<file path="src/rtl/rr_arbiter_pkg.sv">
// Shared types and constants for the 8-way round-robin arbiter.
package rr_arbiter_pkg;

  localparam int NUM_REQ = 8;
  localparam int IDX_W   = 3;
  localparam int CNT_W   = 8;

  typedef enum logic [1:0] {
    ST_IDLE  = 2'd0,
    ST_GRANT = 2'd1,
    ST_GAP   = 2'd2
  } state_e;

  typedef struct packed {
    logic             found;
    logic [IDX_W-1:0] idx;
  } pick_t;

  // Lowest set bit of a request vector that has already been rotated so
  // that bit 0 is the highest-priority position.
  function automatic pick_t first_set(input logic [NUM_REQ-1:0] v);
    pick_t p;
    p.found = 1'b0;
    p.idx   = '0;
    for (int i = NUM_REQ - 1; i >= 0; i--) begin
      if (v[i]) begin
        p.found = 1'b1;
        p.idx   = IDX_W'(i);
      end
    end
    return p;
  endfunction

endpackage

</file>
<file path="src/rtl/rr_arbiter_8_gnt_decode.sv">
// Select/enable to one-hot grant decode. Grant is all zeros while en is low,
// so a stale sel never produces a grant.
module gnt_decode_3x8
  import rr_arbiter_pkg::*;
(
  input  logic [IDX_W-1:0]   sel,
  input  logic               en,
  output logic [NUM_REQ-1:0] gnt
);

  // Decode sel into a single asserted grant line, gated by en.
  always_comb begin
    gnt = '0;
    if (en) begin
      gnt[sel] = 1'b1;
    end
  end

endmodule

</file>
<file path="src/rtl/rr_arbiter_8.sv">
// 8-requester round-robin arbiter with a bounded hold time and a one-cycle
// turnaround (GAP) between successive owners.
module rr_arbiter_8
  import rr_arbiter_pkg::*;
#(
  parameter int unsigned MAX_HOLD = 16
)(
  input  logic               clk,
  input  logic               rst,
  input  logic [NUM_REQ-1:0] req,
  output logic [IDX_W-1:0]   sel,
  output logic               en,
  output logic [NUM_REQ-1:0] gnt,
  output logic               busy
);

  if (MAX_HOLD < 2 || MAX_HOLD > 255) begin : g_bad_max_hold
    $error("rr_arbiter_8: MAX_HOLD must lie in 2..255");
  end

  localparam logic [CNT_W-1:0] HOLD_LIMIT = CNT_W'(MAX_HOLD);

  state_e             state;
  logic [IDX_W-1:0]   ptr;
  logic [CNT_W-1:0]   hold_cnt;

  logic [2*NUM_REQ-1:0] req_dbl;
  logic [NUM_REQ-1:0]   req_rot;
  pick_t                pick;
  logic [IDX_W-1:0]     win_idx;

  logic [NUM_REQ-1:0]   owner_mask;
  logic                 owner_req;
  logic                 others_pend;
  logic                 at_max;
  logic                 release_c;
  logic                 preempt_c;

  // Round-robin winner: rotate req so ptr lands on bit 0, take the first set
  // bit, then map back to an absolute index (3-bit add wraps 7->0).
  always_comb begin
    req_dbl = {req, req};
    req_rot = req_dbl[ptr +: NUM_REQ];
    pick    = first_set(req_rot);
    win_idx = ptr + pick.idx;
  end

  // Exit conditions for the current owner. A release that coincides with a
  // timeout is simply a release; both lead to the same GAP.
  always_comb begin
    owner_mask  = NUM_REQ'(1) << sel;
    owner_req   = req[sel];
    others_pend = |(req & ~owner_mask);
    at_max      = (hold_cnt >= HOLD_LIMIT);
    release_c   = ~owner_req;
    preempt_c   = owner_req & at_max & others_pend;
  end

  // Arbitration FSM with registered sel/en, rotation pointer and hold counter.
  always_ff @(posedge clk or posedge rst) begin
    if (rst) begin
      state    <= ST_IDLE;
      sel      <= '0;
      en       <= 1'b0;
      ptr      <= '0;
      hold_cnt <= '0;
    end else begin
      case (state)
        ST_IDLE, ST_GAP: begin
          if (pick.found) begin
            state    <= ST_GRANT;
            sel      <= win_idx;
            en       <= 1'b1;
            ptr      <= win_idx + IDX_W'(1);
            hold_cnt <= CNT_W'(1);
          end else begin
            state <= ST_IDLE;
            en    <= 1'b0;
          end
        end
        ST_GRANT: begin
          if (release_c || preempt_c) begin
            state <= ST_GAP;
            en    <= 1'b0;
          end else if (!at_max) begin
            hold_cnt <= hold_cnt + CNT_W'(1);
          end
        end
        default: begin
          state <= ST_IDLE;
          en    <= 1'b0;
        end
      endcase
    end
  end

  // Busy covers both the owning cycles and the turnaround cycle.
  always_comb begin
    busy = (state == ST_GRANT) || (state == ST_GAP);
  end

  gnt_decode_3x8 u_gnt_decode (
    .sel (sel),
    .en  (en),
    .gnt (gnt)
  );

endmodule

</file>
<file path="config.mk">
export PLATFORM = sky130hd
export DESIGN_NAME = rr_arbiter_8
export DESIGN_NICKNAME = d
export VERILOG_FILES = /design/src/rtl/rr_arbiter_pkg.sv /design/src/rtl/rr_arbiter_8_gnt_decode.sv /design/src/rtl/rr_arbiter_8.sv
export SDC_FILE = /design/constraint.sdc
export NUM_CORES = 1
export LEC_CHECK = 0
export CORE_MARGIN = 2
export CORE_UTILIZATION = 55
export CTS_CLUSTER_SIZE = 20
export DETAILED_ROUTE_END_ITERATION = 16
export PLACE_DENSITY = 0.86
export SLEW_MARGIN = 20
export SYNTH_ARGS = -nofsm -noshare
export SYNTH_HDL_FRONTEND = slang
export SYNTH_SLANG_ARGS = --single-unit
</file>
<file path="constraint.sdc">
create_clock -name clk -period 6.5 [get_ports clk]
set_clock_uncertainty 0.05 [all_clocks]
set_input_delay 0.65 -clock clk [delete_from_list [all_inputs] [get_ports clk]]
set_output_delay 0.65 -clock clk [all_outputs]
set_load 0.05 [all_outputs]
</file>
Word-level counts from Yosys, hierarchy flattened
Cells that the tools add are included.

storage, ports and cells
  output and inout port bits = 13
  flip-flop bits (word level) = 17

cells by class
  magnitude comparators = 3
  shifts and indexed selects = 2
  eq/ne operators = 6
  $add $sub $neg = 3
  reductions and logical operators = 9
  multiplexer cells = 23
  bitwise logic cells = 5

operator list
  kind                                                                           number
  4-bit 2-to-1 mux                                                               8
  8-bit 2-to-1 mux                                                               4
  8-bit case mux with 2 select lines                                             1
  16-bit by 4-bit variable part select with 8-bit output                         1
  8-bit by 1-bit adder with 8-bit output (second input constant)                 1
  8-bit bitwise AND                                                              1
  8-bit by 5-bit >= comparator with 1-bit output (second input constant)         1
  2-bit != test (second input constant)                                          4
  8-bit inverter                                                                 1
  8-bit OR reduction                                                             1
  1-bit by 3-bit << shifter with 8-bit output (first input constant)             1
  1-bit 2-to-1 mux                                                               5
  3-bit by 4-bit less-than comparator with 1-bit output (second input constant)  1
  2-bit case mux with 2 select lines                                             1
  4-bit AND reduction                                                            1
  3-bit by 1-bit adder with 3-bit output (second input constant)                 1
  3-bit adder                                                                    1
  1-bit binary-select mux with 3-bit select                                      1
  1-bit demux with 3-bit select                                                  1
  3-bit by 1-bit >= comparator with 1-bit output (second input constant)         1
  1-bit bitwise AND                                                              2
  2-bit by 1-bit == test with 1-bit output (second input constant)               1
  2-bit == test (second input constant)                                          1
  2-bit zero test                                                                1
  other kinds (8)                                                                9

Longest topological paths before layout
Gate-level depths: netlist of the first run.

  word-level depth = 11
  gate-level depth with buffers = 16
  mapped depth without buffers = 14

Hierarchy
From an unflattened synthesis of the first run, not the netlist that was laid out.

second synthesis, totals
  cells, all modules = 167
  area total of the unflattened synthesis = 1630.3 sq um

by module, submodules not included
  module          area an instance (sq um)  instances  cells each
  rr_arbiter_8    1534.0                    1          159
  gnt_decode_3x8  96.3                      1          8

Least setup slack after synthesis of the first run
No wires, ideal clock.

  kind = in2reg
  start point = in req[1]
  end point = reg ptr[2]
  slack = 2824 ps
  arrival time = 3496 ps
  stages = 14
  library setup time = 130 ps
  path through = mux4_1 -> or3b_1 -> nand3_1 -> o211ai_1 -> a221o_1 -> o31ai_1 -> ha_1 -> inv_1 -> fa_1 -> inv_1 -> ha_1 -> xor2_1 -> a211oi_1 -> o22ai_1

on the way
  longest elaborated chain between the ends = 11
  elaborated cells between the ends (all ways) = 12
  those cells by class = add/sub: 2; shift: 1; mux: 8; reduce/logical: 1

ends and longest elaborated chain
  element                                                     RTL line              source
  start, declared                                             rr_arbiter_8.sv:10    input logic [NUM_REQ-1:0] req,
  16-bit by 4-bit variable part select with 8-bit output (*)  rr_arbiter_8.sv:43    req_rot = req_dbl[ptr +: NUM_REQ];
  4-bit 2-to-1 mux (7 in a row)                               rr_arbiter_pkg.sv:26  if (v[i]) begin
  4-bit 2-to-1 mux (*)                                        rr_arbiter_pkg.sv:26
  3-bit adder (*)                                             rr_arbiter_8.sv:45    win_idx = ptr + pick.idx;
  named net win_idx[1]                                        rr_arbiter_8.sv:30    logic [IDX_W-1:0] win_idx;
  3-bit by 1-bit adder with 3-bit output (*)                  rr_arbiter_8.sv:74    ptr <= win_idx + IDX_W'(1);
  end signal, assigned                                        rr_arbiter_8.sv:74
  end, declared                                               rr_arbiter_8.sv:24    logic [IDX_W-1:0] ptr;

The timed path passes the listed nets; every way through them passes the cells marked *.
A chain may end at the register's enable or synchronous reset.

Final worst setup path of the first run
Ends and elaborated chain as after synthesis.

==> results by group, run 1 <==
Route
  – Avg WL per Cell: 14.8 um
  – Routed WL: 3600 um
  – DR vias: 1479
  – Detailed Route Iter0 Violations: 38
  – Vias per inst: 6.09
  – DR pass1 iterations: 4
  – Routed Antenna Nets: 0
  – Drt drc: 0

Cells and area
  – Fill cell count: 238
  – Area grow syn2layout: 13.1%
  – Layout Nets: 230
  – Fraction of layout cells with a size suffix above 1: 10.0%
  – Antenna cells: 0
  – Area taken by multi-input logic gates: 1140 um^2
  – Sequential cell area: 425 um^2

CTS
  – Post-cts gate resize count: 0
  – Post-CTS Setup Bufs: 0
  – Clock buffer depth: 2
  – Clock Tree Root: clkbuf_4
  – Max H-tree Level: 1
  – CTS Buf Count: 3
  – Clock sinks: 17
  – CTS tree: built
  – Post-CTS Hold Buffers: 0
  – Clock-pin slew on the worst setup and hold paths: 110 ps
  – Clk Latency, worst-skew pair: 310 ps

Synth
  – Cell with the most instances after synthesis: nor2_1
  – Synth warnings: 0
  – #FFs+latches synth: 17
  – Async set or reset register ratio after synthesis: 100%
  – Synth cell types: 56
  – Mapped Nets: 216
  – Top cells by area, synth: dfrtp_1 (25%), mux4_2 (6.7%), ha_1 (5.9%)
  – EDFF count, synth: 0
  – Netlist Area Pre-Place: 1690 um^2
  – Seq/Total Area, Yosys: 25.2%
  – Synth cell count leaders: nor2_1 (24), nand2_1 (19), dfrtp_1 (17), inv_1 (14), a21oi_1 (10)
  – Post-Syn Area per Cell: 8.56 um^2
  – Dominant cell type by area after synthesis: dfrtp_1
  – Syn Inst Count: 197
  – Prevailing post-synth register cell: dfrtp_1
  – Post-synth top area share: 25.2%

Pwr
  – PD cells: 534 nW/um^2
  – Clock network fraction of total power: 5.8%
  – Cell-internal power: 0.479 mW
  – Worst VDD drop: 413 uV
  – Combinational Power Share: 71.6%
  – Net Switching: 0.538 mW
  – Switching Share: 52.9%
  – Leakage: 0.797 nW
  – Reg power frac: 22.6%

STA
  – Min Hold Slack: 470 ps
  – Final hold vios: 0
  – Unrepaired setup endpoints after global routing: no
  – Post-Route Setup TNS: 0 ps
  – Relative slew slack: 56.4%
  – Tmin final: 4220 ps
  – Least-Margin Pin Slew: 653 ps
  – Fin. max-slew vios: 0
  – Setup-failing EPs final: 0
  – Period utilisation layout: 65.0%
  – FMAX: 237 MHz

Die
  – Die area: 3520 um^2
  – Rows: 20
  – Initial Utilization: 56.6%
  – Die W: 59.4 um
  – # IOs: 23
  – Die Span Y: 59.4 um
  – CORE AREA: 2980 um^2

GRT
  – Grt total ovfl: 0
  – First-pass GRT wire length: 6330 um
  – Largest net degree at the start of global routing: 19
  – Vias in the first global route: 1384
  – Initial antenna violation count: 0
  – Aggregate global-route resource usage: 23.3%

Setup path
  – CP endpoint kind: register
  – CP required: 6650 ps
  – Worst EP arrival: 4370 ps
  – Crit-path max FO: 11
  – Kind of critical path: primary input to register
  – CP startpoint kind: primary input

Status
  – Outcome: finished, final reports clean

Placement
  – DP HPWL: 2670 um
  – Port Buffers: 22
  – RePlAce Congestion: 0.892

Worst hold path
  – Worst hold path class: register to register

Job
  – Max-cap violation count: 0
-- metal layers --
layer	GRT usage [%]	vias to the layer above	part of all wire (%)
met5	0	-	0
met4	3.90	0	1.1
met3	5.46	8	4.7
met2	37.0	37	49
met1	32.8	691	46
li1	-	743	-
-- critical path: stages --
cell and delay [ps]:
clkdlybuf4s50_1 600, mux4_1 700, or3b_1 420, nand3_1 90, o211ai_1 100, and2b_1 170
o31ai_1 210, ha_1 180, inv_1 50, fa_1 510, inv_1 50, ha_1 190
xor2_1 150, a211oi_1 210, o22ai_1 90
-- worst paths after layout --
kind / startpoint / end / slack [ps] / cells past startpoint
setup / recovery: req[1] / ptr[2]$_DFFE_PP0P_ / 2280 / 15
hold / removal: hold_cnt[7]$_DFFE_PP0P_ / hold_cnt[7]$_DFFE_PP0P_ / 470 / 2
setup reg to reg: ptr[0]$_DFFE_PP0P_ / ptr[2]$_DFFE_PP0P_ / 2560 / 14
hold reg to reg: hold_cnt[7]$_DFFE_PP0P_ / hold_cnt[7]$_DFFE_PP0P_ / 470 / 2
max in group asynchronous: rst / en$_DFFE_PP0P_ / 5300 / 2
min in group asynchronous: rst / hold_cnt[0]$_DFFE_PP0P_ / 670 / 2
-- power groups by stage --
stage | combinational [mW] | clock (mW) | sequential (mW)
detailed placement | 0.721 | 0 | 0.231
global route | 0.805 | 0.0649 | 0.243
floorplan | 0.605 | 0 | 0.214
global placement | 0.711 | 0 | 0.230
finish | 0.729 | 0.0588 | 0.230
CTS | 0.729 | 0.0607 | 0.230
-- cells in the final DEF, fill, tap and decap left out, types with 2 or more instances in the layout --
| cell | Yosys | final |
|---|---|---|
| nor2_1 | 24 | 24 |
| clkdlybuf4s50_1 | 0 | 22 |
| nand2_1 | 19 | 19 |
| dfrtp_1 | 17 | 17 |
| inv_1 | 14 | 14 |
| a21oi_1 | 10 | 10 |
| nor3_1 | 9 | 9 |
| mux2i_1 | 8 | 8 |
| nand3_1 | 8 | 8 |
| ha_1 | 8 | 8 |
| mux4_2 | 5 | 5 |
| nand2b_1 | 4 | 4 |
| o22ai_1 | 4 | 4 |
| a31oi_1 | 4 | 4 |
| o21ai_0 | 3 | 3 |
| nor2b_1 | 3 | 3 |
| clkbuf_4 | 0 | 3 |
| mux4_1 | 2 | 2 |
| mux2_2 | 2 | 2 |
| nor4_1 | 2 | 2 |
| a211oi_1 | 2 | 2 |
| o31ai_1 | 2 | 2 |
| a211o_1 | 2 | 2 |
| o211ai_1 | 2 | 2 |
-- cells by family after synthesis --
kind of cell	share of synthesized area, %
and+or+nand+nor	24.4
AOI/OAI and AO/OA	18.3
buffers and inverters	7.13
muxes	16.8
DFF	25.2
adders and majority gates	7.13
xor gates and xnor gates	1.04
-- sequential cells by signal (all words and copies together) (netlist names) --
register  count
hold_cnt      8
ptr           3
sel           3
state         2
en            1
-- area by class of cell --
class	instances	area share (%)
clock buffer	4	1.38
inverter	14	2.76
multi-input combinational	153	59.8
sequential	17	22.3
tap	33	2.17
timing repair buffer	22	11.6
-- per-stage QoR --
stage / instances / util, % / setup WS, ps / power (mW) / instance area, um^2
after floorplan: 197 / - / 2820 / 0.819 / 1690
after global placement: 239 / 63.1 / 2070 / 0.941 / 1880
after detailed placement: 239 / 63.1 / 1990 / 0.952 / 1880
after CTS: 243 / 64.0 / 2290 / 1.02 / 1910
after global routing: 243 / 64.0 / 2040 / 1.11 / 1910
final: 243 / 64.0 / 2280 / 1.02 / 1910
Note: power is estimated with default switching activity, not from simulation.
==> inputs of run 2 (changes only) <==
==> constraint.sdc (replaced) <==
create_clock -name clk -period 4.2 [get_ports clk]
set_clock_uncertainty 0.05 [all_clocks]
set_input_delay 0.42 -clock clk [delete_from_list [all_inputs] [get_ports clk]]
set_output_delay 0.42 -clock clk [all_outputs]
set_load 0.05 [all_outputs]
==> run 2 against run 1 <==
Effect of this change:
- hold slack worse by 25 ps
- first-iteration DRC count rose by 71%
- register-to-register slack worse by 2100 ps
- global-route usage decreased by 0.053 points
- worst setup slack worse by 1800 ps
- critical path depth fell by 1
- sequential power up 51%
- via count up 4.7%
- clock power up 58%
- clock-buffer cell count shrank 1
- critical endpoint unchanged
- largest cell class unchanged
==> results by group, run 2 (synthesis results as in run 1) <==
Die
  – CORE AREA: 2980 um^2
  – Die area: 3520 um^2
  – Initial Utilization: 56.6%
  – Die Span Y: 59.4 um
  – # IOs: 23
  – Die W: 59.4 um
  – Rows: 20

Setup path
  – Reg2Reg Setup Slack: 470 ps
  – Buf/Inv on CP: 2
  – CP endpoint: ptr[2]$_DFFE_PP0P_
  – Critical path, cell by cell: mux4_2 -> or3b_1 -> nand3_1 -> o211ai_1 -> a221o_1 -> o31ai_1 -> ha_1 -> inv_1 -> fa_1 -> inv_1 -> ha_1 -> xor2_1 -> a211oi_1 -> o22ai_1
  – Reg2reg end: ptr[2]$_DFFE_PP0P_
  – Kind of critical path: register to register
  – CP max-delay cell: dfrtp_1
  – Reg2Reg Depth: 14
  – Crit-path max FO: 18
  – CP startpoint kind: register
  – Worst Setup SP: ptr[1]$_DFFE_PP0P_
  – Reg-to-Reg Start: ptr[1]$_DFFE_PP0P_
  – CP endpoint kind: register
  – Levels on crit path: 14
  – Crit-path max cell delay: 770 ps
  – Worst EP arrival: 3870 ps
  – CP required: 4340 ps
  – Delay-heaviest family, CP: adder cells

CTS
  – Clock sinks: 17
  – Max H-tree Level: 1
  – Post-CTS Hold Buffers: 0
  – Clock buffer depth: 2
  – CTS Buf Count: 3
  – Post-cts gate resize count: 0
  – CTS tree: built
  – Clock Tree Root: clkbuf_4
  – Clk Latency, worst-skew pair: 300 ps
  – Post-CTS Setup Bufs: 0
  – Clock-pin slew on the worst setup and hold paths: 110 ps

Pwr
  – Worst VDD drop: 553 uV
  – PD cells: 818 nW/um^2
  – Power, Total: 1.61 mW
  – Leakage: 0.829 nW

Worst hold path
  – Worst hold path class: primary input to asynchronous set/reset pin

Route
  – Drt drc: 0
  – Detailed Route Iter0 Violations: 65
  – DR vias: 1548
  – Routed Antenna Nets: 0
  – Avg WL per Cell: 15.1 um
  – Routed WL: 3780 um
  – Vias per inst: 6.19
  – DR pass1 iterations: 4

Cells and area
  – Fill cell count: 236
  – Max reg flops: 8
  – Area grow syn2layout: 16.4%
  – Area taken by multi-input logic gates: 1140 um^2
  – Biggest regs: hold_cnt x8, ptr x3, sel x3
  – Most frequent cells in the layout: nor2_1 (24), clkdlybuf4s50_1 (22), nand2_1 (19), dfrtp_1 (17), inv_1 (14)
  – Layout Nets: 237
  – Commonest non-fill, non-tap cell in the layout: nor2_1
  – Sequential cell area: 425 um^2
  – Final Util: 65.9%
  – Reg with most FFs: hold_cnt
  – Antenna cells: 0
  – Fraction of layout cells with a size suffix above 1: 13.4%
  – Non-filler instance count after layout: 250

STA
  – Relative slew slack: 56.5%
  – Post-Route Setup TNS: 0 ps
  – FMAX: 268 MHz
  – Unrepaired setup endpoints after global routing: no
  – Final hold vios: 0
  – Least-Margin Pin Slew: 652 ps
  – Period utilisation layout: 88.8%
  – Final setup margin: 469 ps
  – Tmin final: 3730 ps
  – Setup-failing EPs final: 0
  – Fin. max-slew vios: 0

Placement
  – RePlAce Congestion: 0.832
  – Placement Setup Slack: 202 ps
  – Port Buffers: 22
  – DP HPWL: 2810 um
  – Placed instance count: 246

GRT
  – Largest net degree at the start of global routing: 19
  – First-pass GRT wire length: 6370 um
  – Vias in the first global route: 1408
  – Aggregate global-route resource usage: 23.2%
  – Grt total ovfl: 0
  – Initial antenna violation count: 0

Status
  – Outcome: finished, final reports clean

Job
  – Max-cap violation count: 0
run 2: final cells by class:
type                    count  area share (%)
clock inverters             1           0.383
repair buffers             29            13.9
well taps                  33            2.10
clock buffers               3            1.15
flip-flops and latches     17            21.7
multi-input cells         153            58.1
inverters                  14            2.68
run 2: stage by stage:
step / area, um^2 / hold WS [ps]
floorplan: 1690 / 296
global placement: 1930 / 435
detailed placement: 1930 / 465
CTS: 1960 / 465
global route: 1960 / 529
finish: 1960 / 445
run 2: power breakdown:
group          internal [mW]  leakage (nW)  switching [mW]  total (mW)
clock                 0.0363        0.0139          0.0566      0.0929
sequential             0.223         0.212           0.124       0.347
combinational          0.497         0.604           0.669        1.17
run 2: worst min-delay path by stage:
stage	startpoint	end	slack, ps	depth (start not counted)
floorplan	rst	en$_DFFE_PP0P_	300	1
global placement	hold_cnt[7]$_DFFE_PP0P_	hold_cnt[7]$_DFFE_PP0P_	430	2
CTS	rst	hold_cnt[2]$_DFFE_PP0P_	470	2
detailed placement	hold_cnt[7]$_DFFE_PP0P_	hold_cnt[7]$_DFFE_PP0P_	460	2
finish	rst	hold_cnt[2]$_DFFE_PP0P_	450	2
global route	rst	hold_cnt[2]$_DFFE_PP0P_	530	2
run 2: metal layers:
metal  part of all wire (%)  track usage (%)  up-vias
met3                    4.8             5.46        6
met5                      0                0        -
met4                   0.79             4.22        0
met1                     46             32.9      739
met2                     48             36.6       47
li1                       -                -      756
